==> src/rtl/reg_file.sv <==
// Architectural register file x0..x31 with per-register rename tags (youngest in-flight ROB id).
// Optional macro REG_FILE_BYPASS_EN forwards a tag-matching commit to the read ports in the same cycle.
module reg_file (
  input  logic        clk_in,
  input  logic        rst_in,
  input  logic        flush_in,
  input  logic        commit_enabled,
  input  logic [4:0]  commit_reg_id,
  input  logic [31:0] commit_data,
  input  logic [4:0]  commit_rob_id,
  input  logic        issue_enabled,
  input  logic [4:0]  issue_reg_id,
  input  logic [4:0]  issue_rob_id,
  input  logic [4:0]  rs1_id,
  input  logic [4:0]  rs2_id,
  output logic [31:0] rs1_value,
  output logic [31:0] rs2_value,
  output logic [4:0]  rs1_dep,
  output logic [4:0]  rs2_dep
);

  localparam int NUM_REGS = 32;

  logic [31:0] value_q [NUM_REGS];
  logic [31:0] value_d [NUM_REGS];
  logic [4:0]  dep_q   [NUM_REGS];
  logic [4:0]  dep_d   [NUM_REGS];

  logic [NUM_REGS-1:0] commit_sel;
  logic [NUM_REGS-1:0] issue_sel;
  logic [NUM_REGS-1:0] tag_clear;

  // Per-register write decode; x0 never matches so it stays at its reset value.
  generate
    for (genvar gi = 0; gi < NUM_REGS; gi++) begin : g_dec
      if (gi == 0) begin : g_x0
        assign commit_sel[gi] = 1'b0;
        assign issue_sel[gi]  = 1'b0;
        assign tag_clear[gi]  = 1'b0;
      end else begin : g_xn
        assign commit_sel[gi] = commit_enabled && (commit_reg_id == 5'(gi));
        assign issue_sel[gi]  = issue_enabled && !flush_in && (issue_reg_id == 5'(gi));
        assign tag_clear[gi]  = commit_sel[gi] && (dep_q[gi] == commit_rob_id);
      end
    end
  endgenerate

  // Priority on the tag: flush, then a new issue, then retirement of the matching producer.
  always_comb begin
    for (int r = 0; r < NUM_REGS; r++) begin
      value_d[r] = value_q[r];
      dep_d[r]   = dep_q[r];
      if (commit_sel[r]) begin
        value_d[r] = commit_data;
      end
      if (flush_in) begin
        dep_d[r] = 5'd0;
      end else if (issue_sel[r]) begin
        dep_d[r] = issue_rob_id;
      end else if (tag_clear[r]) begin
        dep_d[r] = 5'd0;
      end
    end
  end

  always_ff @(posedge clk_in or posedge rst_in) begin
    if (rst_in) begin
      for (int r = 0; r < NUM_REGS; r++) begin
        value_q[r] <= 32'd0;
        dep_q[r]   <= 5'd0;
      end
    end else begin
      for (int r = 0; r < NUM_REGS; r++) begin
        value_q[r] <= value_d[r];
        dep_q[r]   <= dep_d[r];
      end
    end
  end

  logic fwd1;
  logic fwd2;

`ifdef REG_FILE_BYPASS_EN
  assign fwd1 = commit_enabled && (commit_reg_id == rs1_id) && (rs1_id != 5'd0) &&
                (dep_q[rs1_id] == commit_rob_id);
  assign fwd2 = commit_enabled && (commit_reg_id == rs2_id) && (rs2_id != 5'd0) &&
                (dep_q[rs2_id] == commit_rob_id);
`else
  assign fwd1 = 1'b0;
  assign fwd2 = 1'b0;
`endif

  always_comb begin
    rs1_value = 32'd0;
    rs1_dep   = 5'd0;
    if (rs1_id != 5'd0) begin
      rs1_value = fwd1 ? commit_data : value_q[rs1_id];
      rs1_dep   = fwd1 ? 5'd0 : dep_q[rs1_id];
    end
  end

  always_comb begin
    rs2_value = 32'd0;
    rs2_dep   = 5'd0;
    if (rs2_id != 5'd0) begin
      rs2_value = fwd2 ? commit_data : value_q[rs2_id];
      rs2_dep   = fwd2 ? 5'd0 : dep_q[rs2_id];
    end
  end

endmodule

==> config.mk <==
export PLATFORM = sky130hd
export DESIGN_NAME = reg_file
export DESIGN_NICKNAME = d
export VERILOG_FILES = /design/src/rtl/reg_file.sv
export SDC_FILE = /design/constraint.sdc
export NUM_CORES = 2
export LEC_CHECK = 0
export CAP_MARGIN = 20
export CORE_MARGIN = 2
export CORE_UTILIZATION = 30
export DETAILED_ROUTE_END_ITERATION = 8
export HOLD_SLACK_MARGIN = 0.05
export PLACE_DENSITY_LB_ADDON = 0.1
export SETUP_SLACK_MARGIN = 0.4
export SLEW_MARGIN = 20
export SYNTH_ARGS = -nofsm -noshare
export SYNTH_HDL_FRONTEND = slang
export SYNTH_SLANG_ARGS = --single-unit
==> constraint.sdc <==
create_clock -name clk_in -period 37 [get_ports clk_in]
set_clock_uncertainty 0.1 [all_clocks]
set_input_delay 7.4 -clock clk_in [delete_from_list [all_inputs] [get_ports clk_in]]
set_output_delay 7.4 -clock clk_in [all_outputs]
set_load 0.03 [all_outputs]
### Word-level counts from Yosys, hierarchy flattened

Cells that the tools add are included.

* logic and storage cells: 396
* bits in registers: 1147
* input bits: 67

* eq/ne operators: 93
* bitwise operators: 2
* reductions and logical operators: 128
* multiplexer cells: 109
* magnitude comparators: 2

Operators with widths (count)
* $mux W5: 99
* $bmux W32 S5: 2
* $mux W32: 6
* $eq A5 B5 Y1 const B: 32
* $eq A5 B5 Y1: 31
* $logic_and A1 B1 Y1: 94
* $reduce_bool A3 Y1: 31
* $eq A5 B4 Y1 const B: 16
* $bmux W5 S5: 2
* $eq A5 B3 Y1 const B: 8
* $eq A5 B2 Y1 const B: 4
* $ge A6 B6 Y1 const B: 2
* $not A5 Y6: 2
* $eq A5 B1 Y1 const B: 2
* $reduce_bool A5 Y1: 2
* $logic_not A1 Y1: 1

### Logic depth before layout (Yosys ltp)

* word-level depth: 6
* mapped depth: 9

### Worst setup path after synthesis

No wires, ideal clock.

* kind: input-to-output
* from: input port rs2_id[2]
* to: output port rs2_value[30]
* cell stages on the path: 7
* slack: 20.155 ns
* arrival time: 9.345 ns
* path through: buf_2 clkbuf_1 clkbuf_1 a31oi_1 o21ai_0 a21oi_1 nor4_1

* word-level cells in the longest chain between the ends: 5

RTL lines
* start: declaration: RTL line 15 `input logic [4:0] rs2_id,`
* $not A5 Y6 (implied by the code): RTL line 106 `rs2_value = fwd2 ? commit_data : value_q[rs2_id];`
* $bmux W32 S5: RTL line 106
* $mux W32 (implied by the code) (2 in series): RTL line 106
* $mux W32 (*): RTL line 105 `if (rs2_id != 5'd0) begin`
* end: declaration: RTL line 17 `output logic [31:0] rs2_value,`

Every way passes the cells marked *; elsewhere a longest branch is shown, timed or not. The select of a mux whose other input is x is not followed.

### Worst setup path in the final report

* from: input port rs2_id[0]
* to: output port rs2_value[25]

The elaborated chain is that of the path after synthesis.

==> summary.md <==
| Metric | Value |
|---|---|
| DIE WIDTH | 463 um |
| Worst Max-Slew Pin Slew | 1250 ps |
| Switch Pwr | 0.00113 W |
| Core ar. | 209000 um2 |
| Ys async rst share | 100% |
| Max-cap viol count | 0 |
| Worst Hold Path Cells | 2 |
| Final #Nets | 5728 |
| Post-DP HPWL | 145000 um |
| Combinational Power Share | 18.8% |
| IO Port Bufs | 140 |
| Via-per-instance ratio | 5.60 |
| R2R Setup Slk | 35160 ps |
| DR pass1 iterations | 5 |
| Register area share after synthesis | 45.4% |
| CTS H-tree lvls | 4 |
| Routed WL | 258000 um |
| Root Driver | clkbuf_16 |
| Drt initial violations | 3883 |
| WHS Endpoint | value_q[614] |
| Yosys cell types | 41 |
| FF-to-FF Start | dep_q[103] |
| Top cells by count, synth | nand2_1, dfrtp_1, mux2_2, mux2i_1, o22ai_1 |
| Crit path time final | 19290 ps |
| Top-count cell post-synth | nand2_1 |
| Chip height | 463 um |
| Mapped Cells | 5780 |
| Critical Path End Type | output pin |
| Initial antenna violation count | 10 |
| Worst VDD drop | 0.0507 mV |
| Max incr delay on CP | 910 ps |
| IO Count | 141 |
| Vias | 48046 |
| Crit-path slowest cell | buf_4 |
| CP max FO | 82 |
| DR DRC count | 0 |
| Share of cells above drive strength 1 | 24.1% |
| PwrDens | 53.1 nW/um2 |
| Global-route wire length before repair | 370000 um |
| Worst-Skew Late Latency | 790 ps |
| Unrepaired setup endpoints after global routing | false |
| Starting Density | 30.2% |
| Synth area leader | dfrtp_1 |
| Pin count of the biggest net entering global routing | 137 |
| Final setup vio count | 0 |
| Sequential share of power | 42.5% |
| Int Pwr | 0.00269 W |
| Hold_sp | value_q[614] |
| Finished Core Util | 34.4% |
| Reg clk slew, reported paths | 60 ps |
| Final Max Tran Viols | 0 |
| Setup_tns | 0 ps |
| Synth Cell Area | 63200 um2 |
| Hold Buf Count CTS | 0 |
| GRT Total Usage | 23.6% |
| Clock Sink Count | 1147 |
| CTS Buf Count | 145 |
| Final hold vios | 0 |
| DP Area | 67200 um2 |
| Worst Setup Start Kind | input pin |
| GP Congestion | 0.786 |
| Top cells by area, synth | dfrtp_1, mux2_2, mux2i_1, nand2_1, mux4_2 |
| CP Class | in2out |
| Syn Nets | 5847 |
| FILL cells | 21034 |
| Wire length per cell | 30.0 um |
| FF+latch count, synth | 1147 |
| CP Data Arrival Time | 11790 ps |
| Row count | 168 |
| Hold Crit Class | reg2reg |
| Fin area | 72100 um2 |
| Setup repair bufs after CTS | 0 |
| Fin crit share | 52.1% |
| Cells along the critical path | buf_8, buf_4, buf_4, mux2i_1, o22ai_1, nor3_1, nor3_1, clkdlybuf4s50_1 |
| Post-CTS sizing | 0 |
| Die area | 214000 um2 |
| Remaining antenna violation count | 0 |
| Leak | 33.1 nW |
| Switch share | 29.6% |
| Clock share of power | 38.7% |
| Area grow syn2layout | 14.1% |
| Worst slew margin | 16.7% |
| Post-synth EDFFs | 0 |
| Achievable Freq | 0.0518 GHz |
| Area share of the largest cell type after synthesis | 45.4% |
| Worst Reg-to-Reg Cells | 4 |
| Outcome | finished clean |
| Synth warnings | 0 |
| Ys flop type | dfrtp_1 |
| CTS Buffer Depth | 3 |
| Avg Inst Size Synth | 10.9 um2 |
| Worst r2r dst | dep_q[102] |
| WP data required | 29500 ps |
| GRT overflow | 0 |
| Number of global-route vias before repair | 48411 |
| CTS tree | yes |
==> routing by layer <==
layer  global-route usage (%)  share of wire, %  up-vias
met3                     3.53               5.3      381
met5                        0             0.014        -
met1                     32.2                45    25338
met2                     38.3                47     1557
met4                     7.67               3.1        6
li1                         -                 -    20764
==> per-stage QoR <==
step	total power (W)	setup slack [ps]	hold slack, ps	std cells
floorplan	0.00214	13670	357	5780
global placement	0.00235	17660	375	8316
detailed placement	0.00237	17680	380	8318
CTS	0.00386	17690	395	8580
global route	0.00401	17550	420	8584
finish	0.00383	17710	395	8586
==> power by group through the flow <==
stage | logic, W | clock network [W] | registers [W]
after floorplan | 0.000537 | 0 | 0.00160
after global placement | 0.000714 | 0 | 0.00164
after detailed placement | 0.000723 | 0 | 0.00164
after CTS | 0.000725 | 0.00152 | 0.00162
after global routing | 0.000783 | 0.00157 | 0.00165
final | 0.000720 | 0.00148 | 0.00163
==> cells by family after synthesis <==
family                 share of synthesized area, %
AND/OR/NAND/NOR                                10.5
AO/OA/AOI/OAI                                  8.28
XOR/XNOR                                       2.15
flip-flops                                     45.4
multiplexers                                   30.0
buffers and inverters                          3.71
==> critical path, delay by kind of cell <==
kind                   cells  cell delay, ps
muxes                      1             180
and+or+nand+nor            2             630
AOI/OAI and AO/OA          1             200
buffers and inverters      4            3240
==> worst max path at each step <==
stage,to,from,slack (ps)
floorplan,dep_q[0],rst_in,13670
global placement,rs1_value[9],rs1_id[0],17660
detailed placement,rs1_value[9],rs1_id[0],17680
CTS,rs1_value[9],rs1_id[0],17690
global route,rs1_value[9],rs1_id[0],17550
finish,rs2_value[25],rs2_id[0],17710
==> layout by cell type (no fill, tap or decap), drive strengths merged, types with 2 or more instances in the layout <==
cell type	instances
mux4	148
mux2	787
a311oi	28
clkinv	28
nor3	287
a22o	155
o22ai	367
mux2i	673
bufinv	9
or2	6
clkbuf	220
inv	5
diode	5
nand2b	11
nand3	13
and2	7
nor2	93
nand4	4
nand2	1180
buf	158
o31ai	2
xor2	146
clkdlybuf4s50	118
nor4	4
dfrtp	1147
nor2b	12
clkinvlp	2
a221oi	146
xnor2	9
==> sequential cells by signal (all words and copies together), names as in the netlist <==
register and flops:
value_q 992, dep_q 155
==> cell type report <==
cell class | count | area [um2] | share of cell area, %
multi-input combinational | 4089 | 32500 | 45.1
sequential | 1147 | 28700 | 39.8
antenna | 5 | 12.5 | 0.0174
clock buffer | 220 | 4380 | 6.07
timing repair buffer | 276 | 2460 | 3.41
clock inverter | 42 | 536 | 0.743
inverter | 2 | 11.3 | 0.0156
tap | 2805 | 3510 | 4.87
Note: power is estimated with default switching activity, not from simulation.
